<file path="src/rtl/pipe_hazard_ctrl_pkg.sv">
// rtl/pipe_hazard_ctrl_pkg.sv - shared pipeline types and forwarding select encodings
package pipe_hazard_ctrl_pkg;

  typedef enum logic [1:0] {
    IDLE     = 2'd0,
    MEM_WAIT = 2'd1,
    HALT     = 2'd2
  } fsm_state_t;

  localparam logic [1:0] FWD_RF  = 2'b00;
  localparam logic [1:0] FWD_WB  = 2'b01;
  localparam logic [1:0] FWD_MEM = 2'b10;

endpackage

</file>
<file path="src/rtl/pipe_hazard_ctrl_fwd_unit.sv">
// rtl/pipe_hazard_ctrl_fwd_unit.sv - combinational EX-stage operand forwarding selects
module fwd_unit
  import pipe_hazard_ctrl_pkg::*;
(
  input  logic [4:0] rs1_E,
  input  logic [4:0] rs2_E,
  input  logic [4:0] rd_M,
  input  logic [4:0] rd_W,
  input  logic       reg_wr_M,
  input  logic       sel_wb_M,
  input  logic       reg_wr_W,
  output logic [1:0] fwd_a_E,
  output logic [1:0] fwd_b_E
);

  logic mem_src_ok;
  logic wb_src_ok;

  // A load in MEM has no data yet, so it cannot feed the EX bypass.
  assign mem_src_ok = reg_wr_M && !sel_wb_M && (rd_M != 5'd0);
  assign wb_src_ok  = reg_wr_W && (rd_W != 5'd0);

  assign fwd_a_E = (mem_src_ok && (rd_M == rs1_E)) ? FWD_MEM :
                   (wb_src_ok  && (rd_W == rs1_E)) ? FWD_WB  : FWD_RF;

  assign fwd_b_E = (mem_src_ok && (rd_M == rs2_E)) ? FWD_MEM :
                   (wb_src_ok  && (rd_W == rs2_E)) ? FWD_WB  : FWD_RF;

endmodule

</file>
<file path="src/rtl/pipe_hazard_ctrl.sv">
// rtl/pipe_hazard_ctrl.sv - 5-stage pipeline stall/flush control, memory-wait FSM and forwarding
module pipe_hazard_ctrl
  import pipe_hazard_ctrl_pkg::*;
#(
  parameter int MEM_TIMEOUT = 16
) (
  input  logic        clk,
  input  logic        rst_n,
  input  logic [4:0]  rs1_D,
  input  logic [4:0]  rs2_D,
  input  logic        use_rs1_D,
  input  logic        use_rs2_D,
  input  logic [4:0]  rs1_E,
  input  logic [4:0]  rs2_E,
  input  logic [4:0]  rd_E,
  input  logic        reg_wr_E,
  input  logic        sel_wb_E,
  input  logic [4:0]  rd_M,
  input  logic [4:0]  rd_W,
  input  logic        reg_wr_M,
  input  logic        sel_wb_M,
  input  logic        reg_wr_W,
  input  logic        branch_taken_E,
  input  logic        dmem_req_M,
  input  logic        dmem_ready,
  output logic        stall_F,
  output logic        stall_D,
  output logic        stall_E,
  output logic        stall_M,
  output logic        flush_D,
  output logic        flush_E,
  output logic        flush_W,
  output logic [1:0]  fwd_a_E,
  output logic [1:0]  fwd_b_E,
  output logic        mem_timeout,
  output logic [31:0] stall_cnt
);

  localparam int CW = $clog2(MEM_TIMEOUT + 1);

  fsm_state_t    state;
  logic [CW-1:0] wait_cnt;
  logic [CW-1:0] wait_nxt;
  logic          timeout_hit;
  logic          mw;
  logic          lu;
  logic          halted;

  fwd_unit u_fwd (
    .rs1_E    (rs1_E),
    .rs2_E    (rs2_E),
    .rd_M     (rd_M),
    .rd_W     (rd_W),
    .reg_wr_M (reg_wr_M),
    .sel_wb_M (sel_wb_M),
    .reg_wr_W (reg_wr_W),
    .fwd_a_E  (fwd_a_E),
    .fwd_b_E  (fwd_b_E)
  );

  assign halted = (state == HALT);
  assign mw     = ((state == IDLE) && dmem_req_M && !dmem_ready) ||
                  ((state == MEM_WAIT) && !dmem_ready);
  assign lu     = reg_wr_E && sel_wb_E && (rd_E != 5'd0) &&
                  ((use_rs1_D && (rd_E == rs1_D)) || (use_rs2_D && (rd_E == rs2_D)));

  assign wait_nxt    = wait_cnt + CW'(1);
  assign timeout_hit = (wait_nxt == CW'(MEM_TIMEOUT));

  // Priority: HALT > memory wait > branch > load-use; reset forces everything quiet.
  always_comb begin
    stall_F = 1'b0;
    stall_D = 1'b0;
    stall_E = 1'b0;
    stall_M = 1'b0;
    flush_D = 1'b0;
    flush_E = 1'b0;
    flush_W = 1'b0;
    if (rst_n) begin
      if (halted || mw) begin
        stall_F = 1'b1;
        stall_D = 1'b1;
        stall_E = 1'b1;
        stall_M = 1'b1;
        flush_W = 1'b1;
      end else if (branch_taken_E) begin
        flush_D = 1'b1;
        flush_E = 1'b1;
      end else if (lu) begin
        stall_F = 1'b1;
        stall_D = 1'b1;
        flush_E = 1'b1;
      end
    end
  end

  always_ff @(posedge clk or negedge rst_n) begin
    if (!rst_n) begin
      state       <= IDLE;
      wait_cnt    <= '0;
      mem_timeout <= 1'b0;
      stall_cnt   <= '0;
    end else begin
      if (stall_F) begin
        stall_cnt <= stall_cnt + 32'd1;
      end
      if (mw) begin
        wait_cnt <= wait_nxt;
        if (timeout_hit) begin
          state       <= HALT;
          mem_timeout <= 1'b1;
        end else if (state == IDLE) begin
          state <= MEM_WAIT;
        end
      end else begin
        wait_cnt <= '0;
        // Outside HALT, no wait means any outstanding access just completed.
        if (state == MEM_WAIT) begin
          state <= IDLE;
        end
      end
    end
  end

endmodule

</file>
<file path="config.mk">
export PLATFORM = sky130hd
export DESIGN_NAME = pipe_hazard_ctrl
export DESIGN_NICKNAME = d
export VERILOG_FILES = /design/src/rtl/pipe_hazard_ctrl_pkg.sv /design/src/rtl/pipe_hazard_ctrl_fwd_unit.sv /design/src/rtl/pipe_hazard_ctrl.sv
export SDC_FILE = /design/constraint.sdc
export NUM_CORES = 1
export LEC_CHECK = 0
export BUFFER_PORTS_ARGS = -buffer_cell sky130_fd_sc_hd__buf_2
export CORE_ASPECT_RATIO = 1.1
export CORE_MARGIN = 2
export CORE_UTILIZATION = 48
export DETAILED_ROUTE_END_ITERATION = 12
export HOLD_SLACK_MARGIN = 0.02
export PLACE_DENSITY = 0.79
export SYNTH_ARGS = -nofsm -noshare
export SYNTH_HDL_FRONTEND = slang
export SYNTH_SLANG_ARGS = --single-unit
</file>
<file path="constraint.sdc">
create_clock -name clk -period 2.5 [get_ports clk]
set_clock_uncertainty 0.2 [all_clocks]
set_input_delay 0.25 -clock clk [delete_from_list [all_inputs] [get_ports clk]]
set_output_delay 0.25 -clock clk [all_outputs]
set_load 0.05 [all_outputs]
</file>
# Yosys cells after proc, flatten, opt, wreduce, memory -nomap -nowiden
# Cells that the tools add are included.
classes:
  muxes: 21
  div: 0
  n_bitwise: 0
  magnitude_cmp: 0
  n_shift: 0
  n_addsub: 2
  n_mul: 0
  n_eq_ne: 10
  n_reduce_logical: 27
op_table:
  columns: ["cell", "count"]
  rows:
  - ["$add A32 B1 Y32 const B", 1]
  - ["$eq A5 B5 Y1", 6]
  - ["$logic_and A1 B1 Y1", 15]
  - ["$reduce_bool A5 Y1", 3]
  - ["$mux W1", 14]
  - ["$mux W2", 6]
  - ["$add A5 B1 Y5 const B", 1]
  - ["$eq A5 B5 Y1 const B", 1]
  - ["$mux W5", 1]
  - ["$reduce_and A2 Y1", 2]
  - ["$logic_or A1 B1 Y1", 3]
  - ["$ne A3 B2 Y1 const B", 1]
  - ["$eq A2 B1 Y1 const B", 1]
  - ["$eq A2 B2 Y1 const B", 1]
  - ["$logic_not A1 Y1", 2]
  - ["$logic_not A2 Y1", 1]
  - ["$reduce_bool A2 Y1", 1]
word_totals:
  n_memories: 0
  latchBits: 0
  inputBits: 47
  regBits: 40
  elab_cells: 64
  mem_bits_ro: 0
  ramBits: 0

# Depth between registers and ports, before layout
logic_depth:
  depth_word: 8
  mapped_depth: 7
  mapped_depth_nobuf: 6

# Cells and area by module
# A second synthesis with hierarchy kept.
hier_totals:
  hier_cells: 235
  area_unflattened_um2: 2367.3
modules_own_cells:
  columns: ["mod", "cells_per_inst", "seq_area_each_um2", "instances", "area_each_um2"]
  rows:
  - ["pipe_hazard_ctrl", 200, 1001.0, 1, 2090.8]
  - ["fwd_unit", 35, 0.0, 1, 276.5]

# Worst setup path before layout
# No wires, ideal clock.
synth_path:
  path_type: "input -> output"
  startpoint: "input port reg_wr_M"
  endpoint: "output port fwd_a_E[0]"
  path_stages: 4
  arrival_ns: 2.834
  path_slack_ns: -0.784
  path_cell_list: "nor2b_1 > o21ai_0 > nor4_1 > nor4_1"
synth_between:
  elab_chain_len: 4
synth_lines:
  columns: ["item", "line", "text"]
  rows:
  - ["start, declared", "pipe_hazard_ctrl.sv:20", "input logic reg_wr_M,"]
  - ["$logic_and A1 B1 Y1 (2 in series)", "pipe_hazard_ctrl_fwd_unit.sv:20", "assign mem_src_ok = reg_wr_M && !sel_wb_M && (rd_M != 5'd0);"]
  - ["$logic_and A1 B1 Y1", "pipe_hazard_ctrl_fwd_unit.sv:23", "assign fwd_a_E = (mem_src_ok && (rd_M == rs1_E)) ? FWD_MEM :"]
  - ["$mux W2", "pipe_hazard_ctrl_fwd_unit.sv:23", null]
  - ["end, declared", "pipe_hazard_ctrl.sv:33", "output logic [1:0] fwd_a_E,"]
# Every way passes these cells.

# Worst setup path after layout
layout_path:
  startpoint: "input port dmem_ready"
  endpoint: "output port stall_F"
layout_between:
  elab_chain_len: 6
  word_cells_on_any_way: 7
  classes_between: "2 x mux; 5 x reduce/logical"
layout_lines:
  columns: ["item", "line", "text"]
  rows:
  - ["start, declared", "pipe_hazard_ctrl.sv:25", "input logic dmem_ready,"]
  - ["$logic_not A1 Y1 *", "pipe_hazard_ctrl.sv:62, pipe_hazard_ctrl.sv:63", null]
  - ["$logic_and A1 B1 Y1, on equally long branches", "pipe_hazard_ctrl.sv:62, pipe_hazard_ctrl.sv:63", null]
  - ["$logic_or A1 B1 Y1 *", "pipe_hazard_ctrl.sv:62", "assign mw = ((state == IDLE) && dmem_req_M && !dmem_ready) ||"]
  - ["$logic_or A1 B1 Y1 *", "pipe_hazard_ctrl.sv:80", "if (halted || mw) begin"]
  - ["$mux W1 *", "pipe_hazard_ctrl.sv:80", null]
  - ["$mux W1 *", "pipe_hazard_ctrl.sv:79", "if (rst_n) begin"]
  - ["end, declared", "pipe_hazard_ctrl.sv:26", "output logic stall_F,"]
# Mark *: on every way between the ends. The rest lies on a longest branch, timed or not.

==> metrics.md <==
| Metric | Value |
|---|---|
| Clk sinks | `40` |
| Initial DRC Count | `31` |
| CP Max Fanout | `6` |
| P per Cell Area | `548.4 nW/um2` |
| Initial antenna violation count | `0` |
| Tmin final | `2.443 ns` |
| Worst setup EP type | `primary output` |
| Drt drc | `0` |
| CTS tree | `built` |
| Arrival @ worst endpoint | `1.99 ns` |
| Clk slew on worst S/H paths | `0.07 ns` |
| Crit start category | `primary input` |
| Pwr Total | `1.627 mW` |
| Total iterations of the first detailed-routing run | `4` |
| Worst-margin pin slew | `0.6619 ns` |
| CTS root buffer | `clkbuf_8` |
| Total track usage | `0.2033` |
| Total routed wirelength | `5.178 mm` |
| Setup CP Type | `in -> out` |
| Die height | `76.14 um` |
| Final Wtd Congestion | `0.8274` |
| ANT cells | `0` |
| Layout cells sized above 1 | `0.3750` |
| First-pass GRT wire length | `8.804 mm` |
| Final-report hold violation count | `0` |
| Row count | `26` |
| Register area share after synthesis | `0.4408` |
| Syn-to-layout area delta | `30.63%` |
| Largest net degree at the start of global routing | `35` |
| Avg Inst Size Synth | `10.81 um2` |
| Xor and xnor area share after synthesis | `0.2507` |
| Rel. slew slack | `0.5587` |
| Maximum buffer depth of the clock tree | `2` |
| Worst Hold Class | `in -> reg` |
| TritonCTS Buffers | `5` |
| Post-Synth Simple-Gate Area | `0.2105` |
| Yosys reg bits | `40` |
| Non-Filler Instances | `368` |
| Clk_lat worst skew | `0.30 ns` |
| DP Wirelength | `3.861 mm` |
| Placed Instances | `358` |
| Vias in the first global route | `1913` |
| Largest family of logic cells by synthesized area | `XOR/XNOR gates` |
| Mux cell area share after synthesis | `0.004959` |
| Multi-input gate area | `1267 um2` |
| # IOs | `91` |
| Synth cell types | `35` |
| Post-DRT Antenna Nets | `0` |
| Register area | `1001 um2` |
| Setup Viol. Count Final | `0` |
| Worst R2R Setup Slack | `0.18 ns` |
| Peak supply drop | `472.2 uV` |
| Max Freq | `0.4093 GHz` |
| Leak | `1.489 nW` |
| YS warnings | `0` |
| Final setup TNS | `0 ns` |
| Initial Util | `0.4951` |
| WP data required | `2.05 ns` |
| Grt ovf | `0` |
| Die area | `5298 um2` |
| RSZ-0062 raised after global routing | `true` |
| Netlist Area Pre-Place | `2271 um2` |
| Max-slew violation count | `0` |
| Total of max-cap violations | `0` |
| Core Footprint | `4587 um2` |
| Status | `completed` |
| Commonest non-fill, non-tap cell in the layout | `buf_2` |
| Port buffer count | `90` |
| Vias post-DR | `1928` |
| Final #Nets | `360` |
| DIE WIDTH | `69.58 um` |
| Post-CTS setup buffers | `0` |
| FILL cells | `382` |
| Vias per cell | `5.239` |
| WL per Instance | `14.07 um` |
| Area share of fa/ha/maj cells after synthesis | `0.01102` |
| Synthesized Nets | `259` |
| Synth Instances | `210` |
| Final Core Density | `0.6468` |
| Period utilization | `0.9774` |
| Most frequent cells in the layout | `buf_2, dfrtp_1, xnor2_1, xor2_1, nand3_1` |
| H-tree levels | `2` |
| Synth Area in Compound Gates | `0.05895` |
-- registers in the layout, indices dropped and copies added, names as in the netlist --
| signal | cells |
|---|---|
| state | 2 |
| mem_timeout | 1 |
| wait_cnt | 5 |
| stall_cnt | 32 |
-- worst max-delay path, cell delays in order --
cell	delay, ns
dlygate4sd3_1	0.53
buf_2	0.14
o31a_1	0.38
nand2b_1	0.26
o41ai_4	0.10
buf_2	0.34
-- path summary, 6_finish.rpt --
| kind | from | to | cells past startpoint |
|---|---|---|---|
| worst min register to register | mem_timeout$_DFFE_PN0P_ | mem_timeout$_DFFE_PN0P_ | 1 |
| max in group asynchronous | rst_n | stall_cnt[28]$_DFFE_PN0P_ | 3 |
| worst min-delay path | dmem_req_M | state[0]$_DFFE_PN0P_ | 3 |
| min in group asynchronous | rst_n | wait_cnt[0]$_DFF_PN0_ | 3 |
| worst max register to register | stall_cnt[3]$_DFFE_PN0P_ | stall_cnt[26]$_DFFE_PN0P_ | 6 |
| worst max-delay path | dmem_ready | stall_F | 6 |
-- per-stage QoR --
step | hold slack [ns] | instance area, um2 | setup slack, ns
after floorplan | -0.2456 | 2313 | -0.1569
after global placement | 0.02572 | 2849 | 0.1200
after detailed placement | 0.02622 | 2849 | 0.09790
after CTS | 0.08841 | 2959 | 0.06932
after global routing | 0.1307 | 2967 | -0.02200
final | 0.1014 | 2967 | 0.05658
-- logic make-up (layout without fill, tap and decap cells) --
group / count (synthesis) / after routing
simple gates: 81 / 81
buf+inv: 9 / 111
compound gates: 12 / 12
xor+xnor: 65 / 65
fa+ha+maj: 2 / 2
flops: 40 / 40
mux: 1 / 1
-- where the power goes --
part | leakage (nW) | switching [mW] | internal, mW | total, mW
Combinational | 0.899 | 0.296 | 0.141 | 0.437
Sequential | 0.545 | 0.0530 | 0.691 | 0.744
Clock | 0.0455 | 0.221 | 0.225 | 0.446
-- cells in the mapped netlist (all sizes together) --
| cell type | count | share of area |
|---|---|---|
| dfrtp | 40 | 0.44 |
| xnor2 | 37 | 0.14 |
| xor2 | 28 | 0.11 |
| nand3 | 17 | 0.037 |
| and3 | 11 | 0.030 |
| nand2 | 9 | 0.015 |
| nand4 | 9 | 0.025 |
| and4 | 7 | 0.027 |
| nor2 | 7 | 0.012 |
| nor4 | 6 | 0.019 |
| or4 | 6 | 0.020 |
| buf | 4 | 0.015 |
| inv | 4 | 0.0066 |
| ha | 2 | 0.011 |
| nand2b | 2 | 0.0055 |
| nor2b | 2 | 0.0055 |
| o21ai | 2 | 0.0044 |
| or2 | 2 | 0.0055 |
| or3 | 2 | 0.0055 |
| a211oi | 1 | 0.0033 |
| a21oi | 1 | 0.0022 |
| a32oi | 1 | 0.0072 |
| and2 | 1 | 0.0028 |
| clkbuf | 1 | 0.0017 |
| mux2 | 1 | 0.0050 |
| o211a | 1 | 0.0044 |
| o211ai | 1 | 0.0055 |
| o22ai | 1 | 0.0055 |
| o31a | 1 | 0.0039 |
| o31ai | 1 | 0.0033 |
| o32ai | 1 | 0.0072 |
| o41ai | 1 | 0.012 |
-- per-layer routing --
metal	share of wire	track usage
met5	0	0
met4	0.011	0.05294
met3	0.067	0.06085
met2	0.47	0.3212
met1	0.45	0.2736
-- area by class of cell --
class	instances	area share
clock buffers	8	0.03037
inverters	4	0.005061
multi-input cells	161	0.4272
flip-flops and latches	40	0.3374
well taps	56	0.02362
repair buffers	99	0.1763
-- timing repair --
| item | CTS | global route |
|---|---|---|
| endpoints found under the setup margin | 0 | 12 |
| hold endpoints to repair | 41 | 0 |
| hold buffers | 2 | 0 |
| resized for setup | 0 | 1 |
(Power assumes the default switching activity.)
